## src/rtl/reset_sequencer.sv

```systemverilog
// reset_sequencer: synchronizes POR/soft reset and releases NUM_CH active-low resets in order.
module reset_sequencer #(
  parameter int NUM_CH      = 3,
  parameter int INIT_DELAY  = 16,
  parameter int STAGE_DELAY = 4,
  parameter int SYNC_STAGES = 2,
  parameter int HOLD_CYCLES = 8
) (
  input  logic              clk,
  input  logic              resetb,
  input  logic              soft_req,
  output logic [NUM_CH-1:0] porb,
  output logic [NUM_CH-1:0] por,
  output logic              done,
  output logic              busy
);
  localparam int MAX_A = INIT_DELAY > STAGE_DELAY ? INIT_DELAY : STAGE_DELAY;
  localparam int MAX_D = MAX_A > HOLD_CYCLES ? MAX_A : HOLD_CYCLES;
  localparam int CW    = $clog2(MAX_D + 1);
  typedef enum logic [1:0] {S_HOLD, S_WAIT, S_REL, S_DONE} state_t;
  logic [SYNC_STAGES-1:0] rst_sync_q, rst_sync_d, soft_sync_q, soft_sync_d;
  logic                   rst_n, soft_s;
  state_t                 state_q, state_d;
  logic [CW-1:0]          cnt_q, cnt_d;
  logic [NUM_CH-1:0]      porb_q, porb_d, por_q;
  logic                   done_q, busy_q;
  always_comb begin
    rst_sync_d  = {rst_sync_q[SYNC_STAGES-2:0], 1'b1};
    soft_sync_d = {soft_sync_q[SYNC_STAGES-2:0], soft_req};
  end
  always_ff @(posedge clk or negedge resetb)
    if (!resetb) begin
      rst_sync_q  <= '0;
      soft_sync_q <= '0;
    end else begin
      rst_sync_q  <= rst_sync_d;
      soft_sync_q <= soft_sync_d;
    end
  assign rst_n  = rst_sync_q[SYNC_STAGES-1];
  assign soft_s = soft_sync_q[SYNC_STAGES-1];
  // porb shifts in ones from bit 0, so it stays thermometer-coded by construction
  always_comb begin
    state_d = state_q;
    cnt_d   = cnt_q + 1'b1;
    porb_d  = porb_q;
    if (soft_s) begin
      state_d = S_HOLD;
      cnt_d   = '0;
      porb_d  = '0;
    end else
      case (state_q)
        S_HOLD:
          if (cnt_q == CW'(HOLD_CYCLES - 1)) begin
            state_d = S_WAIT;
            cnt_d   = '0;
          end
        S_WAIT:
          if (cnt_q == CW'(INIT_DELAY - 1)) begin
            porb_d  = NUM_CH'(1);
            cnt_d   = '0;
            state_d = &porb_d ? S_DONE : S_REL;
          end
        S_REL:
          if (cnt_q == CW'(STAGE_DELAY - 1)) begin
            porb_d  = (porb_q << 1) | NUM_CH'(1);
            cnt_d   = '0;
            state_d = &porb_d ? S_DONE : S_REL;
          end
        default: cnt_d = '0;
      endcase
  end
  always_ff @(posedge clk or negedge rst_n)
    if (!rst_n) begin
      state_q <= S_WAIT;
      cnt_q   <= '0;
      porb_q  <= '0;
      por_q   <= '1;
      done_q  <= 1'b0;
      busy_q  <= 1'b1;
    end else begin
      state_q <= state_d;
      cnt_q   <= cnt_d;
      porb_q  <= porb_d;
      por_q   <= ~porb_d;
      done_q  <= state_d == S_DONE;
      busy_q  <= state_d != S_DONE;
    end
  assign porb = porb_q;
  assign por  = por_q;
  assign done = done_q;
  assign busy = busy_q;
endmodule
```

## config.mk

```make
export PLATFORM = sky130hd
export DESIGN_NAME = reset_sequencer
export DESIGN_NICKNAME = d
export VERILOG_FILES = /design/src/rtl/reset_sequencer.sv
export SDC_FILE = /design/constraint.sdc
export NUM_CORES = 1
export LEC_CHECK = 0
export CAP_MARGIN = 20
export CORE_MARGIN = 4
export CORE_UTILIZATION = 53
export DETAILED_ROUTE_END_ITERATION = 8
export PLACE_DENSITY = 0.76
export SETUP_SLACK_MARGIN = 0.05
export SLEW_MARGIN = 20
export SYNTH_ARGS = -nofsm -noshare
export SYNTH_HDL_FRONTEND = slang
export SYNTH_SLANG_ARGS = --single-unit
```

## constraint.sdc

```tcl
create_clock -name clk -period 0.8 [get_ports clk]
set_input_delay 0.16 -clock clk [delete_from_list [all_inputs] [get_ports clk]]
set_output_delay 0.16 -clock clk [all_outputs]
set_load 0.005 [all_outputs]
```

-- After elaboration in Yosys (flattened, before gate mapping)
Index checks and enable logic that the tools add are counted.
- register bits: 19
- bits of input ports: 3
- word-level logic and storage cells: 34
- add/subtract/negate cells: 1
- equal/unequal tests: 7
- muxes and demuxes: 15
- bitwise gates (word level): 1
- reductions and logical operators: 2
- operators with widths (kind ; count):
    $mux W5 ; 4
    $pmux W5 S3 ; 1
    $mux W3 ; 3
    $mux W2 ; 4
    $pmux W2 S3 ; 1
    $pmux W3 S2 ; 1
    $add A5 B1 Y5 const B ; 1
    $eq A5 B2 Y1 const B ; 1
    $eq A5 B3 Y1 const B ; 1
    $eq A5 B4 Y1 const B ; 1
    $eq A2 B2 Y1 const B ; 2
    $not A3 Y3 ; 1
    $eq A2 B1 Y1 const B ; 1
    $logic_not A2 Y1 ; 1
    $ne A2 B2 Y1 const B ; 1
    $reduce_and A2 Y1 ; 1
    $mux W1 ; 1

-- Depth between registers and ports, before layout
Gate-level depths: netlist (run 1).
- depth after elaboration: 6
- gate-level depth with buffers: 8
- depth with buffers taken out: 8

-- Worst setup path before layout (run 1)
No wires, ideal clock.
- path kind: reg-to-reg
- start point: register cnt_q[0]
- end point: register done_q (netlist: done)
- library setup time: 0.119 ns
- arrival time: 1.657 ns
- path slack: -0.976 ns
- cell stages (with the launch flop): 6
- buffers on the path: 0
- cells stage by stage: dfrtp_1 -> ha_1 -> or4b_4 -> a2111oi_2 -> o31ai_2 -> and2_1
- word-level cells in the longest chain between the ends: 5
- elaborated cells on any way between the ends: 9
- those cells by class: 4 x eq/ne; 5 x mux
- ends and longest elaborated chain (what ; line ; RTL):
    start: declaration ; 24 ; logic [CW-1:0] cnt_q, cnt_d;
    start signal: assignment ; 82 ; cnt_q <= cnt_d;
    $eq A5 B2 Y1, or another cell as far along ; 64 ; if (cnt_q == CW'(STAGE_DELAY - 1)) begin
    $mux W2, on equally long branches ; 64, 53, 58 ;
    $pmux W2 S3 * ; 51 ; case (state_q)
    $mux W2 * ; 46 ; if (soft_s) begin
    via state_d[0] ; 23 ; state_t state_q, state_d;
    $eq A2 B2 Y1 * ; 85 ; done_q <= state_d == S_DONE;
    end signal: assignment ; 78 ; done_q <= 1'b0;
    end signal: assignment ; 85 ;
    end: declaration ; 26 ; logic done_q, busy_q;
The timed path passes the listed nets; every way through them passes the cells marked *.

-- Final worst setup path (run 1)
- start point: register cnt_q[1]
- end point: register done_q (netlist: done)
Same word-level chain as after synthesis.

==> results of run 1 <==
## sequential cells by signal, summed over array words and instances (netlist names)
signal	flops
soft_sync_q	2
cnt_q	5
rst_sync_q	2
state_q	2
porb	3
por	3
busy	1
done	1
## layout make-up
type                            count  area share, %
Inverter                            9          2.559
Tap cell                           16          1.517
Clock buffer                        4          1.991
Sequential cell                    19          36.49
Multi-Input combinational cell     54          34.50
Timing Repair Buffer               41          22.94
## through the flow
stage | cells | power [mW] | setup WS (ns) | util (%) | TNS, ns
final | 143 | 1.857 | -0.9849 | 83.73 | -15.40
after global routing | 143 | 1.978 | -1.048 | 83.73 | -17.01
after CTS | 142 | 1.861 | -0.9834 | 82.06 | -15.60
after detailed placement | 134 | 1.362 | -0.9903 | 78.49 | -15.97
after global placement | 134 | 1.346 | -0.9488 | 78.49 | -15.40
after floorplan | 84 | 1.219 | -0.8902 | - | -11.65
## timing repair
action                                  4_1_cts  5_1_grt
pin swaps                                     3        2
endpoints found under the setup margin       23       23
setup buffers                                 4        1
gates resized for setup                      41        5
## cells in the mapped netlist, drive strengths merged
library cell / number
conb: 1
a211oi: 2
nor2b: 1
nand2: 7
or4b: 1
o21ai: 2
and2: 1
dfrtp: 14
or3: 1
nand3: 2
ha: 7
a22oi: 2
or3b: 1
inv: 9
o31ai: 2
o21a: 1
a21oi: 3
or2: 3
xnor2: 1
a2111oi: 1
buf: 1
nor3: 2
a211o: 2
clkbuf: 1
nor2: 5
nand4b: 1
dfstp: 5
xor2: 1
a31o: 1
a21o: 3
## where the power goes
| part | internal, mW | switching (mW) | leakage, nW | total (mW) |
|---|---|---|---|---|
| logic | 0.187 | 0.178 | 0.380 | 0.365 |
| clock network | 0.194 | 0.274 | 0.0150 | 0.468 |
| registers | 0.999 | 0.0247 | 0.236 | 1.02 |
| total | 1.38 | 0.477 | 0.631 | 1.86 |
## path summary, 6_finish.rpt
path,startpoint,endpoint,slack [ns],cells past startpoint
max reg2reg,cnt_q[1],done,-0.98,5
max in group asynchronous,rst_sync_q[1],por[1],0.41,1
min reg2reg,rst_sync_q[1],cnt_q[1],0.17,1
max,cnt_q[1],done,-0.98,5
min,resetb,soft_sync_q[1],0.05,1
min in group clk,soft_req,soft_sync_q[0],0.30,1
## routing by layer
metal	routed length, µm	track usage (%)	vias up
li1	-	-	375
met1	879	22.71	371
met2	1014	33.26	26
met3	113	3.313	6
met4	30	6.912	0
met5	0	0	-
## cell families (layout without fill, tap and decap cells)
family	Yosys count	count (layout)
other	1	1
DFF	19	19
AOI/OAI and AO/OA	19	19
and+or+nand+nor	25	25
buffers and inverters	11	54
xor gates and xnor gates	2	2
adders and majority gates	7	7
==> run_results.csv, run 1 <==
group,metric,value,unit
place,hpwl,1441,µm
worst_setup_path,critPathKind,"reg -> reg",
clock_network,clkLatencyLatePin,0.29,ns
synth,synth.cell_area,919.6,µm²
finish,n_fill_cell,89,
synth,yosys.area.top_type,"dfrtp_1",
finish,regArea,481.7,µm²
timing,fin_ws,-0.9849,ns
timing,hold_ws,0.04969,ns
pwr,irDropWorstVdd,0.001325,V
synth,synth.top_cells.by_area,"dfrtp_1 38%, dfstp_2 14%, ha_1 9.5%",
die,start_util,58.33,%
synth,synth.yosys.warnings,0,
grt,grt_first_pass_wirelength,3553,µm
clock_network,numCtsBuffers,3,
detailed_routing,wire_per_inst,14.25,µm
timing,rsz0062_at_grt,"true",
grt,grt_usage,18.87,%
finish,n_antenna_cell,0,
timing,finalSetupViolations,23,
worst_setup_path,crit_slowest_cell,"or4b_4",
worst_setup_path,crit_path_max_incr_delay,0.50,ns
worst_setup_path,worstPathArrival,1.98,ns
finish,final_net_count,138,
grt,grt_pass1_vias,823,
worst_setup_path,cp_top_family,"simple AND/OR/NAND/NOR gates",
status,violations,"negative setup slack",
synth,synth_compound_area_share,15.92,%
synth,synth_fa_ha_area_share,9.524,%
clock_network,htreeDepth,1,
synth,ys_ff_latch,19,
worst_setup_path,startpoint_type,"flop",
worst_setup_path,cp.required,1.00,ns
clock_network,cts_tree,"done",
timing,fmax,0.5603,GHz
clock_network,clk_pin_slew_worst_paths,0.10,ns
detailed_routing,finalWirelength,2038,µm
grt,grt_max_degree,11,
flow_run,drv_cap,0,
timing,hold_violations,0,
timing,slew_violations,0,
min_path,hp-class,"in -> async",
pwr,leakagePower,0.6310,nW
synth,yosys.cell_types.count,32,
synth,yosys.area_share.xor_xnor,1.905,%
clock_network,cts-root-buf,"clkbuf_4",
finish,drive_above_1_share,48.82,%
status,status,"complete, but fails checks",
die,core_area,1577,µm²
die,io_pins,11,
grt,gr-total-overflow,0,
synth,synth_top_family_by_area,"compound AO/OA/AOI/OAI gates",
clock_network,max-clock-path-buffers,2,
detailed_routing,vias,778,
finish,design_area,1320,µm²
grt,antenna_found_initial,0,
detailed_routing,postRouteAntennaNets,0,
finish,final_cell_mix,"30 x buf_4, 14 x dfrtp_1, 8 x inv_1, 7 x nand2_1, 7 x buf_2",
synth,avgSynthCellArea,10.95,µm²
synth,yosys.area_share.simple,14.56,%
synth,synth_top_area_share,38.10,%
timing,period_needed,1.785,ns
finish,multi_input_comb_area,455.4,µm²
synth,synthMuxAreaShare,0,%
place,dpl_cell_area,1237,µm²
place,place.port_buffers,10,
synth,synth_cells,84,
pwr,power_density,1407,nW/µm²
die,die_h,49.66,µm
clock_network,cts.sinks,19,
timing,finalCritPeriodShare,223.1,%
worst_setup_path,crit_chain,"ha_2, or4b_4, a2111oi_4, o31ai_2, and2_1",
synth,yosysSeqAreaShare,52.38,%
detailed_routing,drtIter0Drc,24,
clock_network,cts_hold_buf,0,
detailed_routing,drc,0,
finish,layout_commonest_cell,"buf_4",
synth,synth_nets,94,
detailed_routing,firstDrtPassIters,7,
worst_setup_path,critPathCaptureType,"flop",
die,dieArea,2466,µm²
place,gp_congestion,0.8286,
worst_setup_path,crit_fanout,4,
die,die_w,49.66,µm
worst_setup_path,path_buf_inv,0,
detailed_routing,via_per_inst,5.441,
finish,syn_to_final_growth,43.54,%
timing,finalClockSkew,0.007470,ns
die,rows,14,
Power figures use the tool's default switching activity.
==> inputs of run 2 (changes only) <==
- SLEW_MARGIN: 20 -> 0
==> results of run 2 <==
No change in the layout: final DEF, timing and power equal those of run 1.
